--- src/rtl/div_pkg.sv ---
// Shared definitions for the sequential 6-bit divider.
//   DIV_WIDTH    : operand width (6)
//   DBZ_QUOTIENT : quotient reported when the divisor is zero
//   state_e      : divider control states
package div_pkg;

  localparam int DIV_WIDTH = 6;

  localparam logic [DIV_WIDTH-1:0] DBZ_QUOTIENT = 6'h3F;

  typedef enum logic [1:0] {
    st_idle = 2'd0,
    st_run  = 2'd1,
    st_done = 2'd2
  } state_e;

endpackage : div_pkg

--- src/rtl/fa_1bit.sv ---
// 1-bit full adder cell.
//   a, b, cin : addend bits and carry in
//   sum, cout : sum bit and carry out
module fa_1bit (
  input  logic a,
  input  logic b,
  input  logic cin,
  output logic sum,
  output logic cout
);

  assign sum  = a ^ b ^ cin;
  assign cout = (a & b) | (cin & (a ^ b));

endmodule : fa_1bit

--- src/rtl/sub_7bit.sv ---
// Combinational ripple subtractor: diff = a - b.
// Built as a + ~b + 1 from full-adder cells; a missing final carry means
// the subtraction borrowed (a < b).
//   a, b       : minuend and subtrahend
//   diff       : a - b modulo 2**W
//   borrow_out : 1 when a < b
module sub_7bit #(
  parameter int W = 7
) (
  input  logic [W-1:0] a,
  input  logic [W-1:0] b,
  output logic [W-1:0] diff,
  output logic         borrow_out
);

  logic [W:0] carry;

  assign carry[0] = 1'b1;

  for (genvar i = 0; i < W; i++) begin : g_bit
    fa_1bit u_fa (
      .a    (a[i]),
      .b    (~b[i]),
      .cin  (carry[i]),
      .sum  (diff[i]),
      .cout (carry[i+1])
    );
  end

  assign borrow_out = ~carry[W];

endmodule : sub_7bit

--- src/rtl/div_6bit_seq.sv ---
// Sequential restoring divider, one quotient bit per clock, MSB first.
//   clk, rst_n          : clock, asynchronous active-low reset
//   start               : request a division (only looked at while idle)
//   dividend, divisor   : unsigned operands, captured on the accepted start
//   busy                : high while running or presenting a result
//   done                : one-cycle result-valid pulse
//   quotient, remainder : registered result, held until the next result
//   div_by_zero         : qualifies the last result as a divide by zero
module div_6bit_seq
  import div_pkg::*;
#(
  parameter int WIDTH = DIV_WIDTH
) (
  input  logic             clk,
  input  logic             rst_n,
  input  logic             start,
  input  logic [WIDTH-1:0] dividend,
  input  logic [WIDTH-1:0] divisor,
  output logic             busy,
  output logic             done,
  output logic [WIDTH-1:0] quotient,
  output logic [WIDTH-1:0] remainder,
  output logic             div_by_zero
);

  localparam int              CW        = $clog2(WIDTH);
  localparam logic [CW-1:0]   LAST_STEP = CW'(WIDTH - 1);

  state_e           state_q, state_d;
  logic [WIDTH-1:0] dvd_q;     // dividend, shifted left one bit per step
  logic [WIDTH-1:0] dvs_q;     // latched divisor
  logic [WIDTH-1:0] qacc_q;    // quotient bits collected so far
  logic [WIDTH:0]   r_q;       // partial remainder R
  logic [CW-1:0]    cnt_q;     // steps completed

  logic [WIDTH:0]   shifted;
  logic [WIDTH:0]   trial;
  logic [WIDTH:0]   r_next;
  logic             borrow;
  logic             qbit;
  logic             last_step;
  logic             r_msb_unused;

  // Shift the next dividend bit into R and try subtracting the divisor.
  assign shifted = {r_q[WIDTH-1:0], dvd_q[WIDTH-1]};

  sub_7bit #(.W(WIDTH + 1)) u_sub (
    .a          (shifted),
    .b          ({1'b0, dvs_q}),
    .diff       (trial),
    .borrow_out (borrow)
  );

  // Restoring step: keep the difference only when it did not go negative.
  assign qbit      = ~borrow;
  assign r_next    = borrow ? shifted : trial;
  assign last_step = (cnt_q == LAST_STEP);

  // R stays below the divisor after every step, so its MSB is always zero
  // and is only needed as headroom inside the trial subtraction.
  assign r_msb_unused = r_q[WIDTH];

  assign busy = (state_q != st_idle);
  assign done = (state_q == st_done);

  // NOTE: sequential state uses non-blocking assignments so every register
  // samples pre-edge values, whatever the statement order.
  always_ff @(posedge clk or negedge rst_n) begin
    if (!rst_n) state_q <= st_idle;
    else        state_q <= state_d;
  end

  // NOTE: state_d gets a default before any branch so no path leaves it
  // unassigned, which would infer a latch.
  always_comb begin
    state_d = state_q;
    case (state_q)
      st_idle: if (start) state_d = (divisor == '0) ? st_done : st_run;
      st_run:  if (last_step) state_d = st_done;
      st_done: state_d = st_idle;
      default: state_d = st_idle;
    endcase
  end

  // NOTE: the working registers are reset along with the outputs so that an
  // aborted division leaves no stale partial result behind.
  always_ff @(posedge clk or negedge rst_n) begin
    if (!rst_n) begin
      dvd_q       <= '0;
      dvs_q       <= '0;
      qacc_q      <= '0;
      r_q         <= '0;
      cnt_q       <= '0;
      quotient    <= '0;
      remainder   <= '0;
      div_by_zero <= 1'b0;
    end else begin
      case (state_q)
        st_idle: begin
          if (start) begin
            dvd_q  <= dividend;
            dvs_q  <= divisor;
            qacc_q <= '0;
            r_q    <= '0;
            cnt_q  <= '0;
            if (divisor == '0) begin
              quotient    <= DBZ_QUOTIENT;
              remainder   <= dividend;
              div_by_zero <= 1'b1;
            end
          end
        end
        st_run: begin
          r_q    <= r_next;
          dvd_q  <= {dvd_q[WIDTH-2:0], 1'b0};
          qacc_q <= {qacc_q[WIDTH-2:0], qbit};
          cnt_q  <= cnt_q + CW'(1);
          if (last_step) begin
            quotient    <= {qacc_q[WIDTH-2:0], qbit};
            remainder   <= r_next[WIDTH-1:0];
            div_by_zero <= 1'b0;
          end
        end
        default: ;
      endcase
    end
  end

endmodule : div_6bit_seq

--- config.mk ---
export PLATFORM = sky130hd
export DESIGN_NAME = div_6bit_seq
export DESIGN_NICKNAME = d
export VERILOG_FILES = /design/src/rtl/div_pkg.sv /design/src/rtl/fa_1bit.sv /design/src/rtl/sub_7bit.sv /design/src/rtl/div_6bit_seq.sv
export SDC_FILE = /design/constraint.sdc
export NUM_CORES = 1
export LEC_CHECK = 0
export CAP_MARGIN = 20
export CORE_ASPECT_RATIO = 1.2
export CORE_MARGIN = 1
export CORE_UTILIZATION = 40
export DETAILED_ROUTE_END_ITERATION = 8
export HOLD_SLACK_MARGIN = 0.12
export PLACE_DENSITY = 0.67
export SYNTH_ARGS = -nofsm -noshare
export SYNTH_HDL_FRONTEND = slang
export SYNTH_SLANG_ARGS = --single-unit
export TNS_END_PERCENT = 5
--- constraint.sdc ---
create_clock -name clk -period 3.4 [get_ports clk]
set_input_delay 0.68 -clock clk [delete_from_list [all_inputs] [get_ports clk]]
set_output_delay 0.68 -clock clk [all_outputs]
set_load 0.01 [all_outputs]
==> qor.yml, run 1 <==
placed_design:
  gp_routability_congestion: 0.839
  dpl_worst_slack_ns: 0.130
  post-place-cells: 279
  hpwlAfterDp_mm: 3.09
  place_area_um2: 2340
  io_buffers: 29
critical_path:
  r2r_slack_ns: 0.15
  cp.arrival_ns: 3.40
  cpMostUsedCell: "fa_1"
  cp-end-kind: "register"
  cp_slowest_cell: "o311ai_0"
  critPathMaxStageDelay_ns: 0.56
  critPathKind: "register to register"
  worstSetupStartpointType: "register"
  worst-path-buf-inv: 4
  path_cells: "inv_1 -> ha_1 -> fa_1 -> inv_1 -> fa_1 -> fa_1 -> inv_1 -> fa_1 -> inv_1 -> fa_1 -> o311ai_0 -> a31oi_1"
  cp_max_fo: 10
  critical_path_required_ns: 3.55
  critPathTopFamily: "adder cells"
logic_synthesis:
  synth-seq-cells: 41
  avgSynthCellArea_um2: 10.2
  ys_types: 41
  syn-num-nets: 222
  netlist_area_um2: 2020
  ys_seq_area_share_pct: 50.7
  syn_inst: 199
  ys_warn_count: 0
power:
  peakVddDrop_uv: 386
  pwr_density_cell_nw_per_um2: 1000
  p_leak_nw: 1.06
detailed_routing:
  drt-wirelength-per-cell_um: 15.3
  route.vias.total: 1569
  wl_mm: 4.40
  dr.pass1.iters: 4
  drc: 0
  vias_per_cell: 5.47
  drtIter0Drc: 116
  final_antenna_net_count: 0
layout:
  stdcell_count: 287
  final_common_cell: "dfrtp_1"
  layout_common_cells: "dfrtp_1 (41), nand2_1 (40), clkdlybuf4s50_1 (28)"
  area_growth_pct: 22.0
  antenna_cells: 0
  fin_area_um2: 2470
  nNetsFinal: 249
  layout-drive-gt1-share_pct: 8.81
global_route:
  grt_pass1_wl_mm: 7.36
  grt_max_degree: 42
  grtUsageTotal_pct: 18.6
  grt_pass1_vias: 1565
  antenna_found_initial: 0
  grt_overflow: 0
timing:
  rsz0062_at_grt: "yes"
  fmax_ghz: 0.308
  worst_slew_pin_slew_ns: 0.912
  fin_skew_ns: 0.00779
  maxSlewViolCount: 0
  max-slew-margin-rel_pct: 39.2
  min_period_ns: 3.25
  setup_violations: 0
  setup_ws_ns: 0.150
  finalCritPeriodShare_pct: 95.6
  hold_viol: 0
clock_network:
  cts-root-buf: "clkbuf_8"
  clkSinkCount: 41
  clk_pin_slew_worst_paths_ns: 0.08
  htree_levels: 2
  cts_buffer_depth: 2
  clock_latency_ns: 0.29
  postCtsSetupBuffers: 0
  cts_tree: "done"
  numCtsBuffers: 5
hold_path:
  min_path_type: "register to register"
floorplanning:
  die_h_um: 79.9
  start_util_pct: 41.2
  io_pins: 30
  core.rowCount: 28
  coreArea_um2: 4900
  die-area_um2: 5340
  die_x_um: 66.9
run:
  cap_viol_max_count: 0
run_status:
  status: "complete, no violations"
[synth_stat cells, drive strengths merged]
| master | number | area, um^2 |
|---|---|---|
| dfrtp | 41 | 1030 |
| nand2 | 40 | 150 |
| o21ai | 18 | 90.1 |
| inv | 12 | 47.6 |
| a21oi | 8 | 40.0 |
| clkbuf | 6 | 22.5 |
| nor2 | 6 | 22.5 |
| o311ai | 6 | 52.6 |
| buf | 5 | 31.3 |
| fa | 5 | 100 |
| nand3 | 5 | 25.0 |
| o22a | 5 | 43.8 |
| o21a | 4 | 30.0 |
| o31ai | 4 | 30.0 |
| a211oi | 3 | 22.5 |
| a22oi | 3 | 22.5 |
| a31oi | 3 | 33.8 |
| ha | 3 | 37.5 |
| a311oi | 2 | 17.5 |
| and3b | 2 | 17.5 |
| nor2b | 2 | 12.5 |
| or2 | 2 | 12.5 |
| a22o | 1 | 8.76 |
| a32o | 1 | 10.0 |
| and2b | 1 | 7.51 |
| and4b | 1 | 10.0 |
| mux2 | 1 | 11.3 |
| mux2i | 1 | 10.0 |
| nand2b | 1 | 6.26 |
| nand4b | 1 | 8.76 |
| nor3b | 1 | 12.5 |
| nor4 | 1 | 12.5 |
| o21bai | 1 | 7.51 |
| or3 | 1 | 6.26 |
| or3b | 1 | 11.3 |
| or4 | 1 | 11.3 |
[where the power goes]
group | internal, mW | switching (mW)
Sequential | 0.717 | 0.194
Clock | 0.239 | 0.170
Combinational | 0.545 | 0.612
Total | 1.50 | 0.976
[logic make-up (layout without fill, tap and decap cells)]
group                    after synthesis  count (layout)  synth area share, %
buffers and inverters                 23              51                 5.01
AO/OA/AOI/OAI                         59              59                 20.2
adder cells (fa/ha/maj)                8               8                 6.81
flip-flops                            41              41                 50.7
multiplexers                           2               2                 1.05
AND/OR/NAND/NOR                       66              66                 16.2
[worst reg2reg max path: cells and delay by family (launching register included)]
family | cells | cell delay, ns
compound gates | 2 | 0.75
fa+ha+maj | 6 | 1.73
buf+inv | 4 | 0.24
flops | 1 | 0.40
[layout make-up]
cell class | instances | area [um^2]
Fill cell | 475 | 2440
Clock inverter | 2 | 37.5
Sequential cell | 41 | 1030
Clock buffer | 6 | 82.6
Multi-Input combinational cell | 135 | 897
Timing Repair Buffer | 31 | 300
Inverter | 12 | 47.5
Tap cell | 60 | 75.1
[timing repair]
action,4_1_cts,5_1_grt
hold buffers,0,0
setup endpoints to repair,0,7
gates resized for setup,0,1
[flip-flops by register name (all words and copies together) (netlist names)]
name         flops
remainder        6
cnt_q            3
dvs_q            6
quotient         6
qacc_q           5
state_q          2
div_by_zero      1
r_q              6
dvd_q            6
[layer usage]
metal / up-vias / global-route usage (%) / wire length [um]
li1: 750 / - / -
met1: 780 / 24.1 / 1960
met2: 30 / 30.9 / 2250
met3: 9 / 3.86 / 144
met4: 0 / 5.53 / 53
met5: - / 0 / 0
[final timing paths]
kind	start	to	cells after the start
max in group asynchronous	rst_n	r_q[5]$_DFFE_PN0P_	1
max reg2reg	dvd_q[5]$_DFFE_PN0P_	remainder[0]$_DFFE_PN0P_	12
min reg2reg	quotient[5]$_DFFE_PN0P_	quotient[5]$_DFFE_PN0P_	1
min in group asynchronous	rst_n	dvd_q[3]$_DFFE_PN0P_	1
min	quotient[5]$_DFFE_PN0P_	quotient[5]$_DFFE_PN0P_	1
max	dvd_q[5]$_DFFE_PN0P_	remainder[0]$_DFFE_PN0P_	12
[stage by stage]
step	TNS [ns]	power [mW]	hold slack [ns]	util, %
floorplan	0	1.66	0.384	-
global placement	0	2.04	0.466	47.8
detailed placement	0	2.07	0.476	47.8
CTS	0	2.49	0.495	50.2
global route	-0.0433	2.69	0.503	50.3
finish	0	2.48	0.492	50.3
(Power assumes the default switching activity.)
==> run 2: changes to the inputs <==
--- a/config.mk
+++ b/config.mk
@@ -7,7 +7,7 @@
 export LEC_CHECK = 0
 export CAP_MARGIN = 20
 export CORE_ASPECT_RATIO = 1.2
-export CORE_MARGIN = 1
+export CORE_MARGIN = 10
 export CORE_UTILIZATION = 40
 export DETAILED_ROUTE_END_ITERATION = 8
 export HOLD_SLACK_MARGIN = 0.12
==> qor.yml, run 2 (synthesis gave the netlist of run 1 again) <==
run_status:
  status: "complete, no violations"
clock_network:
  ctsResizeCount: 0
  cts_buffer_depth: 2
  cts_tree: "done"
  cts-root-buf: "clkbuf_8"
  clock_latency_ns: 0.30
  cts_hold_buf: 0
  postCtsSetupBuffers: 0
  htree_levels: 2
  clkSinkCount: 41
  clk_pin_slew_worst_paths_ns: 0.08
  numCtsBuffers: 5
timing:
  timing.setup.tns_ns: 0
  worst_slew_pin_slew_ns: 0.904
  fmax_ghz: 0.312
  hold_viol: 0
  finalCritPeriodShare_pct: 94.2
  maxSlewViolCount: 0
  fin_skew_ns: 0.00755
  rsz0062_at_grt: "no"
  max-slew-margin-rel_pct: 39.7
  min_period_ns: 3.20
  setup_violations: 0
  setup_ws_ns: 0.198
detailed_routing:
  dr.pass1.iters: 6
  route.vias.total: 1548
  drtIter0Drc: 126
  wl_mm: 4.68
  drc: 0
  final_antenna_net_count: 0
  vias_per_cell: 5.41
  drt-wirelength-per-cell_um: 16.4
floorplanning:
  coreArea_um2: 4900
  die-area_um2: 8310
  core.rowCount: 28
  die_x_um: 84.9
  die_h_um: 97.9
  io_pins: 30
  start_util_pct: 41.2
layout:
  multi_input_area_um2: 897
  final_common_cell: "dfrtp_1"
  utilization_pct: 49.9
  antenna_cells: 0
  area_growth_pct: 21.2
  nNetsFinal: 249
  seq_area_um2: 1030
  nFillCells: 450
  layout-drive-gt1-share_pct: 8.41
  layout_common_cells: "dfrtp_1 (41), nand2_1 (40), clkdlybuf4s50_1 (28)"
hold_path:
  min_path_type: "register to register"
critical_path:
  cp-end-kind: "register"
  path_cells: "inv_1 -> ha_1 -> fa_1 -> inv_1 -> fa_1 -> fa_1 -> inv_1 -> fa_1 -> inv_1 -> fa_1 -> o311ai_0 -> a31oi_1"
  cp.arrival_ns: 3.35
  worstSetupStartpointType: "register"
  cp_slowest_cell: "o311ai_0"
  critical_path_required_ns: 3.55
  cpMostUsedCell: "fa_1"
  critPathMaxStageDelay_ns: 0.55
  critPathKind: "register to register"
  cp_max_fo: 10
placed_design:
  hpwlAfterDp_mm: 3.36
  dpl_worst_slack_ns: 0.141
  io_buffers: 29
  gp_routability_congestion: 0.872
run:
  cap_viol_max_count: 0
power:
  peakVddDrop_uv: 388
  p_leak_nw: 1.05
  pwr_density_cell_nw_per_um2: 1000
  finalPower_mw: 2.45
global_route:
  antenna_found_initial: 0
  grtUsageTotal_pct: 11.6
  grt_pass1_vias: 1580
  grt_max_degree: 42
  grt_pass1_wl_mm: 7.94
  grt_overflow: 0
run 2: worst max-delay path: cells and delay by family, from the launching register on:
family          cells  cell delay (ns)
buf+inv             4             0.23
compound gates      2             0.70
fa+ha+maj           6             1.71
flops               1             0.41
run 2: where the power goes:
group          total [mW]  switching [mW]  internal, mW
clock network       0.379           0.166         0.213
registers           0.907           0.189         0.717
logic                1.17           0.623         0.544
run 2: worst paths after layout:
kind | to | start | slack [ns] | depth (start not counted)
min in group asynchronous | dvs_q[5]$_DFFE_PN0P_ | rst_n | 0.52 | 1
max in group asynchronous | r_q[1]$_DFFE_PN0P_ | rst_n | 2.32 | 1
setup reg to reg | remainder[0]$_DFFE_PN0P_ | dvd_q[5]$_DFFE_PN0P_ | 0.20 | 12
setup / recovery | remainder[0]$_DFFE_PN0P_ | dvd_q[5]$_DFFE_PN0P_ | 0.20 | 12
hold / removal | quotient[4]$_DFFE_PN0P_ | quotient[4]$_DFFE_PN0P_ | 0.49 | 1
hold reg to reg | quotient[4]$_DFFE_PN0P_ | quotient[4]$_DFFE_PN0P_ | 0.49 | 1
run 2: layout make-up:
type                            instances  share of cell area [%]
Timing Repair Buffer                   31                    12.3
Clock inverter                          2                    1.43
Inverter                               12                    1.94
Clock buffer                            5                    2.81
Multi-Input combinational cell        135                    36.6
Tap cell                               60                    3.06
Sequential cell                        41                    41.9
run 2: metal layers:
metal,global-route usage [%],part of all wire [%],vias up
li1,-,-,753
met1,14.3,44,752
met2,17.9,48,34
met3,3.08,5.1,9
met4,6.47,2.3,0
met5,0,0,-
run 2: per-stage QoR:
step	instances	hold slack (ns)	instance area, um^2
floorplan	199	0.384	2020
global placement	279	0.469	2340
detailed placement	279	0.471	2340
CTS	286	0.493	2450
global route	286	0.515	2450
finish	286	0.490	2450
